[config.mk]
export PLATFORM = sky130hd
export DESIGN_NAME = uart_rx_pkt_ctrl_flat
export DESIGN_NICKNAME = d
export VERILOG_FILES = /design/src/rtl/uart_rx_pkt_ctrl_if.sv /design/src/rtl/uart_rx_pkt_ctrl.sv /design/src/flat_wrapper.sv
export SDC_FILE = /design/constraint.sdc
export NUM_CORES = 1
export LEC_CHECK = 0
export ABC_AREA = 1
export CORE_ASPECT_RATIO = 1.5
export CORE_UTILIZATION = 40
export CTS_CLUSTER_SIZE = 24
export DETAILED_ROUTE_END_ITERATION = 10
export PLACE_DENSITY = 0.71
export SLEW_MARGIN = 20
export SYNTH_ARGS = -nofsm -noshare
export SYNTH_HDL_FRONTEND = slang
export SYNTH_SLANG_ARGS = --single-unit
[constraint.sdc]
create_clock -name i_clk -period 1.6 [get_ports i_clk]
set_clock_uncertainty 0.05 [all_clocks]
set_input_delay 0.24 -clock i_clk [delete_from_list [all_inputs] [get_ports i_clk]]
set_output_delay 0.24 -clock i_clk [all_outputs]
set_load 0.005 [all_outputs]
[src/rtl/uart_rx_pkt_ctrl_if.sv]
// uart_rx_pkt_ctrl_if: payload write bus from the packet controller.
// The controller drives it through master; the payload store listens on slave.
interface uart_rx_pkt_ctrl_if #(
  parameter int AW = 8
);
  logic          wr_en;
  logic [AW-1:0] wr_addr;
  logic [7:0]    wr_data;

  modport master (
    output wr_en,
    output wr_addr,
    output wr_data
  );

  modport slave (
    input wr_en,
    input wr_addr,
    input wr_data
  );
endinterface

[src/rtl/uart_rx_pkt_ctrl.sv]
// uart_rx_pkt_ctrl: frames SYNC/LEN/payload packets from an 8-bit UART rx.
// Define UART_PKT_CHECKSUM_EN to require a trailing checksum byte.
module uart_rx_pkt_ctrl #(
  parameter logic [7:0]  SYNC_BYTE = 8'hA5,
  parameter logic [15:0] TIMEOUT   = 16'd2048,
  parameter int          AW        = 8
) (
  input  logic               i_clk,
  input  logic               i_rst,
  input  logic               i_en,
  output logic               o_rx_en,
  input  logic [7:0]         i_rx_data,
  input  logic               i_rx_done,
  input  logic               i_rx_err,
  uart_rx_pkt_ctrl_if.master wr,
  output logic [7:0]         o_pkt_len,
  output logic               o_pkt_done,
  output logic               o_pkt_err,
  output logic               o_busy
);

`ifdef UART_PKT_CHECKSUM_EN
  typedef enum logic [1:0] {
    S_IDLE, S_LEN, S_PAYLOAD, S_CSUM
  } state_t;
`else
  typedef enum logic [1:0] {
    S_IDLE, S_LEN, S_PAYLOAD
  } state_t;
`endif

  state_t        r_state;
  logic          r_rx_en;
  logic          r_wr_en;
  logic [AW-1:0] r_wr_addr;
  logic [7:0]    r_wr_data;
  logic [7:0]    r_pkt_len;
  logic          r_done;
  logic          r_err;
  logic [7:0]    r_len;
  logic [7:0]    r_idx;
  logic [15:0]   r_cnt;
`ifdef UART_PKT_CHECKSUM_EN
  logic [7:0]    r_sum;
`endif

  logic w_last;
  logic w_tmo;

  assign w_last = (r_idx == r_len - 8'd1);
  assign w_tmo  = (r_cnt == TIMEOUT - 16'd1);

  always_ff @(posedge i_clk) begin
    r_rx_en <= i_en;
    r_wr_en <= 1'b0;
    r_done  <= 1'b0;
    r_err   <= 1'b0;
    if (i_rst) begin
      r_state   <= S_IDLE;
      r_rx_en   <= 1'b0;
      r_wr_addr <= '0;
      r_wr_data <= '0;
      r_pkt_len <= '0;
      r_len     <= '0;
      r_idx     <= '0;
      r_cnt     <= '0;
`ifdef UART_PKT_CHECKSUM_EN
      r_sum     <= '0;
`endif
    end else if (!i_en) begin
      r_state <= S_IDLE;
      r_cnt   <= '0;
    end else if (r_state == S_IDLE) begin
      r_cnt <= '0;
      if (i_rx_done && i_rx_data == SYNC_BYTE)
        r_state <= S_LEN;
    end else if (i_rx_err) begin
      r_err   <= 1'b1;
      r_state <= S_IDLE;
      r_cnt   <= '0;
    end else if (i_rx_done) begin
      // a byte landing on the timeout cycle still counts
      r_cnt <= '0;
      unique case (r_state)
        S_LEN: begin
          if (i_rx_data == 8'd0) begin
            r_err   <= 1'b1;
            r_state <= S_IDLE;
          end else begin
            r_len     <= i_rx_data;
            r_idx     <= '0;
            r_wr_addr <= '0;
`ifdef UART_PKT_CHECKSUM_EN
            r_sum     <= '0;
`endif
            r_state   <= S_PAYLOAD;
          end
        end
        S_PAYLOAD: begin
          r_wr_en   <= 1'b1;
          r_wr_addr <= AW'(r_idx);
          r_wr_data <= i_rx_data;
          r_idx     <= r_idx + 8'd1;
`ifdef UART_PKT_CHECKSUM_EN
          r_sum     <= r_sum + i_rx_data;
          if (w_last)
            r_state <= S_CSUM;
`else
          if (w_last) begin
            r_done    <= 1'b1;
            r_pkt_len <= r_len;
            r_state   <= S_IDLE;
          end
`endif
        end
`ifdef UART_PKT_CHECKSUM_EN
        S_CSUM: begin
          if (i_rx_data == 8'(r_len + r_sum)) begin
            r_done    <= 1'b1;
            r_pkt_len <= r_len;
          end else begin
            r_err <= 1'b1;
          end
          r_state <= S_IDLE;
        end
`endif
        default: r_state <= S_IDLE;
      endcase
    end else if (w_tmo) begin
      r_err   <= 1'b1;
      r_state <= S_IDLE;
      r_cnt   <= '0;
    end else begin
      r_cnt <= r_cnt + 16'd1;
    end
  end

  assign o_rx_en    = r_rx_en;
  assign wr.wr_en   = r_wr_en;
  assign wr.wr_addr = r_wr_addr;
  assign wr.wr_data = r_wr_data;
  assign o_pkt_len  = r_pkt_len;
  assign o_pkt_done = r_done;
  assign o_pkt_err  = r_err;
  assign o_busy     = (r_state != S_IDLE);

endmodule

[src/flat_wrapper.sv]
// flat-port wrapper written by rule: the top's interface ports become plain ports
module uart_rx_pkt_ctrl_flat 
#(
  parameter logic [7:0]  SYNC_BYTE = 8'hA5,
  parameter logic [15:0] TIMEOUT   = 16'd2048,
  parameter int          AW        = 8
)
  (i_clk, i_rst, i_en, o_rx_en, i_rx_data, i_rx_done, i_rx_err, o_pkt_len, o_pkt_done, o_pkt_err, o_busy, wr_wr_en, wr_wr_addr, wr_wr_data);
  uart_rx_pkt_ctrl_if #(.AW(AW)) wr_i ();
  input  logic i_clk;
  input  logic i_rst;
  input  logic i_en;
  output logic o_rx_en;
  input  logic [7:0] i_rx_data;
  input  logic i_rx_done;
  input  logic i_rx_err;
  output logic [7:0] o_pkt_len;
  output logic o_pkt_done;
  output logic o_pkt_err;
  output logic o_busy;
  output wire logic [$bits(wr_i.wr_en)-1:0] wr_wr_en;
  output wire logic [$bits(wr_i.wr_addr)-1:0] wr_wr_addr;
  output wire logic [$bits(wr_i.wr_data)-1:0] wr_wr_data;
  assign wr_wr_en = wr_i.wr_en;
  assign wr_wr_addr = wr_i.wr_addr;
  assign wr_wr_data = wr_i.wr_data;
  uart_rx_pkt_ctrl #(.SYNC_BYTE(SYNC_BYTE), .TIMEOUT(TIMEOUT), .AW(AW)) u_core (.i_clk(i_clk), .i_rst(i_rst), .i_en(i_en), .o_rx_en(o_rx_en), .i_rx_data(i_rx_data), .i_rx_done(i_rx_done), .i_rx_err(i_rx_err), .wr(wr_i), .o_pkt_len(o_pkt_len), .o_pkt_done(o_pkt_done), .o_pkt_err(o_pkt_err), .o_busy(o_busy));
endmodule
==> results of run 1 <==
==> Yosys cell counts, types with 2 or more instances <==
| cell | number | area (um2) |
|---|---|---|
| clkinv_1 | 3 | 11.26 |
| inv_1 | 39 | 146.4 |
| nor3b_1 | 2 | 15.01 |
| clkbuf_1 | 3 | 11.26 |
| inv_2 | 10 | 37.54 |
| a21oi_1 | 29 | 145.1 |
| o21ai_0 | 15 | 75.07 |
| ha_1 | 3 | 37.54 |
| nand2_1 | 90 | 337.8 |
| nand2_2 | 2 | 12.51 |
| dfxtp_1 | 62 | 1241 |
| nand4_1 | 7 | 43.79 |
| xor2_1 | 7 | 61.31 |
| xnor2_1 | 5 | 43.79 |
| nor2_2 | 8 | 50.05 |
| nor2_1 | 52 | 195.2 |
| o21ai_1 | 6 | 30.03 |
| o22ai_2 | 7 | 87.58 |
| buf_6 | 2 | 22.52 |
| nor3_1 | 2 | 10.01 |
| nand3_1 | 23 | 115.1 |
| buf_2 | 3 | 15.01 |
| nand3_2 | 4 | 40.04 |
| o21ai_2 | 2 | 17.52 |
==> final cells by class <==
cell class                      instances  area [um2]  share of cell area [%]
Clock buffer                           12       165.2                   3.616
Clock inverter                          3       90.09                   1.973
Inverter                               52       205.2                   4.493
Multi-Input combinational cell        280        1712                   37.48
Sequential cell                        62        1259                   27.56
Tap cell                              100       125.1                   2.740
Timing Repair Buffer                  104        1011                   22.14
==> report_power, final <==
part / switching, uW / total (uW) / internal [uW]
registers: 0.776 / 1540 / 1540
clock network: 626 / 1780 / 1160
logic: 65.3 / 131 / 65.8
total: 693 / 3450 / 2760
==> routing by layer <==
layer  vias up  track usage (%)  routed length (um)
met5         -                0                   0
met4         0            9.384                 226
met3        18            4.963                 382
met2        93            38.58                4423
met1      1414            22.55                3212
li1       1511                -                   -
==> layout by cell type (no fill, tap or decap), types with 9 or more instances in the layout <==
cell | netlist | routed
nand2_1 | 90 | 83
dfxtp_1 | 62 | 54
buf_4 | 1 | 52
nor2_1 | 52 | 44
inv_1 | 39 | 36
clkdlybuf4s50_1 | 0 | 33
a21oi_1 | 29 | 21
nand3_1 | 23 | 19
o21ai_0 | 15 | 15
clkbuf_8 | 0 | 12
inv_2 | 10 | 10
nor2_2 | 8 | 9
a21oi_2 | 1 | 9
==> through the flow <==
stage | cells | total power (uW) | util [%]
4_1_cts | 600 | 3473 | 58.47
3_3_place_gp | 583 | 1701 | 53.57
5_1_grt | 613 | 3548 | 63.19
2_1_floorplan | 403 | 1615 | -
3_5_place_dp | 583 | 1703 | 53.57
6_report | 613 | 3452 | 63.19
==> worst max-delay path by stage <==
stage,slack (ns),endpoint,startpoint
finish,-0.20,u_core.o_pkt_len[1]$_SDFFE_PP0P_,u_core.r_len[0]$_SDFFE_PP0P_
CTS,-0.18,u_core.r_state[0]$_SDFFE_PP0P_,u_core.r_len[0]$_SDFFE_PP0P_
floorplan,0.001,u_core.r_state[0]$_SDFFE_PP0P_,u_core.r_len[1]$_SDFFE_PP0P_
global route,-0.31,u_core.r_state[0]$_SDFFE_PP0P_,u_core.r_len[0]$_SDFFE_PP0P_
detailed placement,-0.36,u_core.r_len[4]$_SDFFE_PP0P_,i_rx_done
global placement,-0.32,u_core.r_len[4]$_SDFFE_PP0P_,i_rx_done
==> flip-flops by register name (all words and copies together), names as in the netlist <==
signal / count
u_core.r_cnt: 16
u_core.o_pkt_len: 8
u_core.r_idx: 8
u_core.r_len: 8
u_core.wr.wr_addr: 8
u_core.wr.wr_data: 8
u_core.r_state: 2
u_core.o_pkt_done: 1
u_core.o_pkt_err: 1
u_core.o_rx_en: 1
u_core.wr.wr_en: 1
==> timing repair <==
item	4_1_cts	5_1_grt
cloned	1	2
setup endpoints to repair	20	54
pin swaps	13	19
setup buffers	1	11
endpoints found under the hold margin	0	0
gates resized for setup	25	53
==> critical path, delay by kind of cell (launching register included) <==
kind                       cells  cell delay (ns)
AOI/OAI and AO/OA              1             0.08
and+or+nand+nor                6             0.72
buffers and inverters          3             0.21
DFF                            1             0.36
adders and majority gates      1             0.26
==> logic make-up (layout without fill, tap and decap cells) <==
family                     Yosys count  after routing
and+or+nand+nor                    201            202
buffers and inverters               62            171
adders and majority gates            3              3
AOI/OAI and AO/OA                   63             63
xor gates and xnor gates            12             12
DFF                                 62             62
==> run metrics, run 1 <==
outcome=complete, but fails checks; failing checks=negative setup slack; first drt pass iteration count=6; CTS Hold Bufs=0; worst setup path category=reg -> reg; Ports=42; CTS clk-pin slew, worst paths=0.07 ns; Max Slew Vio Count=0; Hold Startpoint=i_rx_data[7]; number of inserted diodes=0; CTS buffer count=9; CTS tree=yes; minimum clock period=between 1.5 and 2 ns; CP max-delay cell=dfxtp_2; unrepaired setup endpoints after global routing=yes; slew margin rel.=a little over four fifths; Worst Hold Endpoint=u_core.wr.wr_data[7]$_SDFFE_PP0P_; Place WS=-0.3561 ns; GP Congestion=between 0.9 and 1; Req. time, crit path=1.78 ns; maximum clock rate=around 0.56 GHz; first-pass GRT wire length=between 10000 and 15000 um; critical-path maximum fanout=8; Cell variety after synth=41; PwrDens=755.9 nW/um2; setup TNS=-1.923 ns; CP Capture Type=flip-flop; largest net degree at the start of global routing=25; share of layout cells above drive strength 1=32.36%; Starting Density=41.33%; largest family of logic cells by synthesized area=simple AND/OR/NAND/NOR gates; Post-Synth Simple-Gate Area=31.76%; Worst Reg-to-Reg Cells=11; Routed Antenna Nets=0; clock sinks=slightly above 60; Synth Warn #=0; Post-synth EDFFs=0; Synth Net Count=419; initial antenna violation count=0; asr flop ratio synth=0%; gr ovfl total=0; vias in the first global route=2784; Mapped Area=between 2000 and 3000 um2; post-synthesis adder-cell area fraction=roughly 1.3%; Global Route Usage Sum=about a fifth; Placed Area=roughly 3900 um2; std cell rows=38; WL final=slightly above 8000 um; worst r2r src=u_core.r_len[0]$_SDFFE_PP0P_; fill cell count=about 630; final number of hold-violating endpoints=0; Max VDD drop=458.2 uV; synth-to-layout area growth=52.91%; top_reg_cell synth=dfxtp_1; XOR/XNOR share of the synthesized area=approximately 3.5%; core area=a little over 7000 um2; post-synthesis register bit count=between 60 and 70; Via Count=between 3k and 4k; clk buf depth=2; r2r setup slk=-0.20 ns; Final Instance Area=4567 um2; number of remaining DRC errors=0; Crit path arrival time=1.98 ns; worst skew pair latency=0.34 ns; CP peak stage delay=0.36 ns; Mean Syn Cell Area=~7.4 um2; multiplexer area fraction after synthesis=0%; Syn Inst Count=about 400; Die Height=~110 um; DIE AREA=7823 um2; final setup fails=11; hold_ws=0.2466 ns; Synth Area in Compound Gates=12.99%; Leak=roughly 0.0019 uW; register area share after synthesis=41.56%; startpoint types=flip-flop; DR WL/cell=around 13 um; max cap viols=0; worst-path cell chain=inv_2 -> ha_4 -> inv_2 -> nand2_1 -> nand2_1 -> nor2_1 -> nand4_1 -> nor2_4 -> nand3_4 -> inv_6 -> a21oi_1; Tcrit/Tclk final=112.4%; Root Buffer=clkbuf_8; Worst-Margin Slew=0.2430 ns; Max H-tree Level=3; Hold Path Depth=3; worst flop-to-flop path endpoint=u_core.o_pkt_len[1]$_SDFFE_PP0P_; worst setup margin=-0.1985 ns; Die Wd=~73 um; Hold Crit Class=in -> reg; Final #Nets=525; I/O Buffers=41; DP Wirelength=between 5000 and 6000 um; vias per cell=between 4 and 5; DRC marker count from the first detailed-route iteration=roughly 120
(Power assumes the default switching activity.)
==> run 2, diff against run 1 <==
--- a/config.mk
+++ b/config.mk
@@ -7,6 +7,7 @@
 export LEC_CHECK = 0
 export ABC_AREA = 1
 export CORE_ASPECT_RATIO = 1.5
+export CORE_MARGIN = 2
 export CORE_UTILIZATION = 40
 export CTS_CLUSTER_SIZE = 24
 export DETAILED_ROUTE_END_ITERATION = 10
==> run metrics, run 2 (synthesis gave the netlist of run 1 again) <==
maximum clock rate=0.5678 GHz; Root Buffer=clkbuf_8; largest net degree at the start of global routing=27; final setup fails=12; Die Height=about 110 um; Global Route Usage Sum=19.93%; std cell rows=38; fill cell count=660; Req. time, crit path=between 1.5 and 2 ns; worst setup margin=-0.1611 ns; most common cell after layout, fill and taps aside=nand2_1; synth-to-layout area growth=44.91%; vias in the first global route=2875; register area=between 1000 and 1500 um2; initial antenna violation count=0; Routed Antenna Nets=0; Worst Hold Endpoint=u_core.wr.wr_addr[7]$_SDFFE_PP0P_; DP Wirelength=5517 um; Final #Nets=519; worst r2r src=u_core.r_len[0]$_SDFFE_PP0P_; outcome=complete, but fails checks; Final Core Density=between 50 and 60%; Worst-Margin Slew=about 0.26 ns; CTS buffer count=9; first-pass GRT wire length=approximately 12000 um; worst setup path category=reg -> reg; max reg flops=16; Crit path arrival time=1.95 ns; Tcrit/Tclk final=110.1%; max cap viols=0; Biggest register=u_core.r_cnt; clock sinks=62; Hold Startpoint=u_core.wr.wr_addr[7]$_SDFFE_PP0P_; Max Slew Vio Count=0; worst flop-to-flop path endpoint=u_core.r_state[0]$_SDFFE_PP0P_; hold_ws=0.4303 ns; Hold Path Depth=2; PwrDens=around 670 nW/um2; unrepaired setup endpoints after global routing=yes; worst skew pair latency=~0.34 ns; WL final=between 7000 and 8000 um; slew margin rel.=82.72%; Starting Density=between 40% and 50%; most frequent cells in the layout=nand2_1 (84), dfxtp_1 (52), buf_4 (49); vias per cell=between 4 and 5; Leak=about 0.0018 uW; DRC marker count from the first detailed-route iteration=roughly 100; critical-path maximum fanout=4; Ports=42; CTS Hold Bufs=0; Hold Crit Class=reg -> reg; clk buf depth=2; Place WS=-0.3400 ns; CP Capture Type=flip-flop; I/O Buffers=around 40; number of inserted diodes=0; CTS tree=yes; CTS clk-pin slew, worst paths=0.07 ns; r2r setup slk=-0.16 ns; core area=7227 um2; multi-input logic area=~1700 um2; GP Congestion=approximately 0.9; Max VDD drop=between 600 and 700 uV; failing checks=negative setup slack; minimum clock period=approximately 1.8 ns; Die Wd=between 70 and 80 um; Worst Reg-to-Reg Cells=13; Via Count=2956; setup TNS=-1.467 ns; DIE AREA=8188 um2; final number of hold-violating endpoints=0; DR WL/cell=roughly 12 um; first drt pass iteration count=4; share of layout cells above drive strength 1=29.39%; number of remaining DRC errors=0; Max H-tree Level=3; startpoint types=flip-flop; gr ovfl total=0
[run 2: changes by cell type in the layout (fill, tap and decap cells not counted), moves of 4 or more]
cell,previous run,this run
nor2_2,9,5
dlymetal6s2s_1,8,0
clkdlybuf4s50_1,33,40
a21oi_1,21,25
a21oi_2,9,5
[run 2: per-layer routing]
| layer | wire (um) | vias up | global-route usage (%) |
|---|---|---|---|
| li1 | - | 1503 | - |
| met4 | 301 | 0 | 12.88 |
| met5 | 0 | - | 0 |
| met2 | 4009 | 58 | 34.96 |
| met1 | 3015 | 1370 | 20.89 |
| met3 | 229 | 25 | 4.308 |
[run 2: worst max path at each step]
stage                            startpoint                                to  slack [ns]  depth (start not counted)
2_1_floorplan  u_core.r_len[1]$_SDFFE_PP0P_    u_core.r_state[0]$_SDFFE_PP0P_       0.001                         13
3_3_place_gp                   i_rx_data[0]      u_core.r_idx[3]$_SDFFE_PP0P_       -0.29                          8
3_5_place_dp                   i_rx_data[0]      u_core.r_idx[3]$_SDFFE_PP0P_       -0.34                          8
4_1_cts        u_core.r_len[0]$_SDFFE_PP0P_    u_core.r_state[0]$_SDFFE_PP0P_       -0.16                         13
5_1_grt        u_core.r_len[0]$_SDFFE_PP0P_  u_core.o_pkt_len[2]$_SDFFE_PP0P_       -0.31                         12
6_report       u_core.r_len[0]$_SDFFE_PP0P_    u_core.r_state[0]$_SDFFE_PP0P_       -0.16                         13
[run 2: area by class of cell]
cell class                 count  area share, %
clock buffer                  12          3.585
clock inverter                 3         0.4626
inverter                      52          4.626
multi-input combinational    280          38.31
sequential                    62          29.08
tap                          100          2.891
timing repair buffer          98          21.05
[run 2: worst max-delay path, stage by stage, from the launching register on]
cell	delay [ns]
dfxtp_2	0.34
inv_2	0.05
ha_4	0.26
inv_2	0.03
nand2_1	0.04
nand2_1	0.04
nor2_1	0.10
nand4_1	0.15
nor2_4	0.21
nand2_4	0.10
nand2_4	0.10
nand3_2	0.07
nand2_2	0.07
nor2_1	0.03
[run 2: repair_timing]
item                                    CTS  global route
gates resized for setup                  28            29
setup buffers                             2             4
endpoints found under the setup margin   15            24
gates cloned                              1             1
pin swaps                                12            14
[run 2: through the flow]
step	instance area (um2)	power [uW]	std cells
floorplan	3002	1615	403
global placement	3886	1703	585
detailed placement	3886	1704	585
CTS	4177	2933	603
global route	4328	3015	607
finish	4328	2908	607
[run 2: where the power goes]
part	total (uW)	switching, uW	internal, uW	leakage [uW]
sequential	1540	0.700	1540	0.000505
combinational	125	58.7	66.4	0.00118
clock	1240	606	635	0.0000845
total	2910	665	2240	0.00176
==> run 3, diff against run 2 <==
--- a/config.mk
+++ b/config.mk
@@ -7,7 +7,6 @@
 export LEC_CHECK = 0
 export ABC_AREA = 1
 export CORE_ASPECT_RATIO = 1.5
-export CORE_MARGIN = 2
 export CORE_UTILIZATION = 40
 export CTS_CLUSTER_SIZE = 24
 export DETAILED_ROUTE_END_ITERATION = 10
==> constraint.sdc (replaced) <==
create_clock -name i_clk -period 1.6 [get_ports i_clk]
set_clock_uncertainty 0.05 [all_clocks]
set_input_delay 0.4 -clock i_clk [delete_from_list [all_inputs] [get_ports i_clk]]
set_output_delay 0.4 -clock i_clk [all_outputs]
set_load 0.005 [all_outputs]
==> run metrics, run 3 (synthesis gave the netlist of run 1 again) <==
vias per cell=approximately 5.1; vias in the first global route=a little over 3k; synth-to-layout area growth=51.86%; clk buf depth=2; final number of hold-violating endpoints=0; DIE AREA=between 7000 and 8000 um2; Final Non-Filler Cells=between 600 and 700; Pint=~2500 uW; setup TNS=-1.869 ns; number of remaining DRC errors=0; Tcrit/Tclk final=111.9%; multi-input logic area=approximately 1800 um2; register area=approximately 1300 um2; PwrDens=708.0 nW/um2; largest net degree at the start of global routing=25; failing checks=negative setup slack; first-pass GRT wire length=around 14000 um; NetSw=around 730 uW; most common cell after layout, fill and taps aside=nand2_1; maximum clock rate=0.5584 GHz; WL final=approximately 8700 um; initial antenna violation count=0; Via Count=3108; worst skew pair latency=0.35 ns; std cell rows=38; Hold Crit Class=reg -> reg; Power, Total=approximately 3200 uW; worst setup margin=-0.1907 ns; fill cell count=599; critical-path maximum fanout=4; Routed Antenna Nets=0; CP Capture Type=flip-flop; Max VDD drop=about 570 uV; CTS buffer count=9; gr ovfl total=0; DR WL/cell=between 10 and 15 um; Die Height=between 100 and 150 um; CTS clk-pin slew, worst paths=~0.07 ns; Global Route Usage Sum=a little under a quarter; Max H-tree Level=3; number of inserted diodes=0; Worst-Margin Slew=roughly 0.35 ns; Comb pwr share=4.3%; core area=7227 um2; worst setup path category=reg -> reg; CTS tree=yes; unrepaired setup endpoints after global routing=yes; first drt pass iteration count=5; Leak=roughly 0.0020 uW; clock share of power=47.8%; Max Slew Vio Count=0; max reg flops=16; max cap viols=0; Die Wd=about 73 um; CTS Hold Bufs=0; I/O Buffers=41; share of layout cells above drive strength 1=a little under two fifths; startpoint types=flip-flop; DP Wirelength=5769 um; Req. time, crit path=roughly 1.8 ns; most frequent cells in the layout=nand2_1 (81), buf_4 (53), nor2_1 (43); GP Congestion=between 0.9 and 1; Seq pwr share=a little under half; Root Buffer=clkbuf_8; Biggest register=u_core.r_cnt; Final #Nets=around 530; DRC marker count from the first detailed-route iteration=145; Post-Place Cells=around 590; Ports=42; Crit path arrival time=between 1.5 and 2 ns; Starting Density=approximately 41%; sw frac=a little under a quarter; outcome=complete, but fails checks; minimum clock period=about 1.8 ns; final setup fails=14; clock sinks=62; slew margin rel.=76.59%
[run 3: changes by cell type in the layout (fill, tap and decap cells not counted), moves of 6 or more]
cell and delta:
clkdlybuf4s50_1 -39, a21oi_2 +8, o21ai_2 +6, dlygate4sd2_1 +35
dfxtp_1 -11, dfxtp_2 +11, a21oi_1 -8
[run 3: final cells by class]
| cell class | count | area share [%] |
|---|---|---|
| flip-flops and latches | 62 | 28.06 |
| clock buffers | 9 | 2.731 |
| clock inverters | 7 | 2.152 |
| repair buffers | 105 | 20.83 |
| inverters | 52 | 4.524 |
| well taps | 100 | 2.759 |
| multi-input cells | 280 | 38.95 |
[run 3: power by group through the flow]
stage / combinational [uW] / clock [uW] / sequential, uW
floorplan: 34.7 / 0 / 1580
global placement: 121 / 0 / 1580
detailed placement: 122 / 0 / 1580
CTS: 121 / 1550 / 1540
global route: 146 / 1630 / 1540
finish: 137 / 1530 / 1540
[run 3: worst paths after layout]
kind                                                         from                                 to  slack, ns  depth (start not counted)
worst max register to register       u_core.r_len[1]$_SDFFE_PP0P_     u_core.r_state[0]$_SDFFE_PP0P_      -0.19                         13
worst min-delay path            u_core.wr.wr_addr[0]$_SDFFE_PP0P_  u_core.wr.wr_addr[0]$_SDFFE_PP0P_       0.44                          2
worst min register to register  u_core.wr.wr_addr[0]$_SDFFE_PP0P_  u_core.wr.wr_addr[0]$_SDFFE_PP0P_       0.44                          2
worst max-delay path                 u_core.r_len[1]$_SDFFE_PP0P_     u_core.r_state[0]$_SDFFE_PP0P_      -0.19                         13
[run 3: worst max-delay path, stage by stage, from the launching register on]
cell	delay (ns)
dfxtp_2	0.34
inv_2	0.06
ha_4	0.27
inv_2	0.03
nand2_1	0.05
nand2_1	0.04
nor2_1	0.12
nand4_1	0.15
nor2_4	0.21
nand2_2	0.11
nand2_4	0.09
nand3_2	0.07
nand2_1	0.06
nor2_1	0.03
[run 3: what timing repair did]
item | 4_1_cts | 5_1_grt
pin swaps | 23 | 25
buffers inserted | 8 | 4
cloned | 2 | 0
resized for setup | 87 | 59
endpoints found under the setup margin | 71 | 55
hold endpoints to repair | 0 | 0
[run 3: per-stage QoR]
| step | utilization [%] | setup WS, ns | hold WS [ns] | instance area [um2] |
|---|---|---|---|---|
| finish | 62.76 | -0.1907 | 0.4366 | 4536 |
| global route | 62.76 | -0.2874 | 0.4554 | 4536 |
| CTS | 59.47 | -0.1344 | 0.4381 | 4298 |
| detailed placement | 53.77 | -0.5461 | 0.4285 | 3886 |
| global placement | 53.77 | -0.4833 | 0.4184 | 3886 |
| floorplan | - | 0.001486 | 0.3675 | 3002 |
[run 3: metal layers]
metal | track usage [%] | share of wire, % | vias up
met5 | 0 | 0 | -
met4 | 14.01 | 4.8 | 0
met3 | 5.337 | 3.5 | 39
met2 | 42.32 | 54 | 99
met1 | 23.05 | 37 | 1459
li1 | - | - | 1511
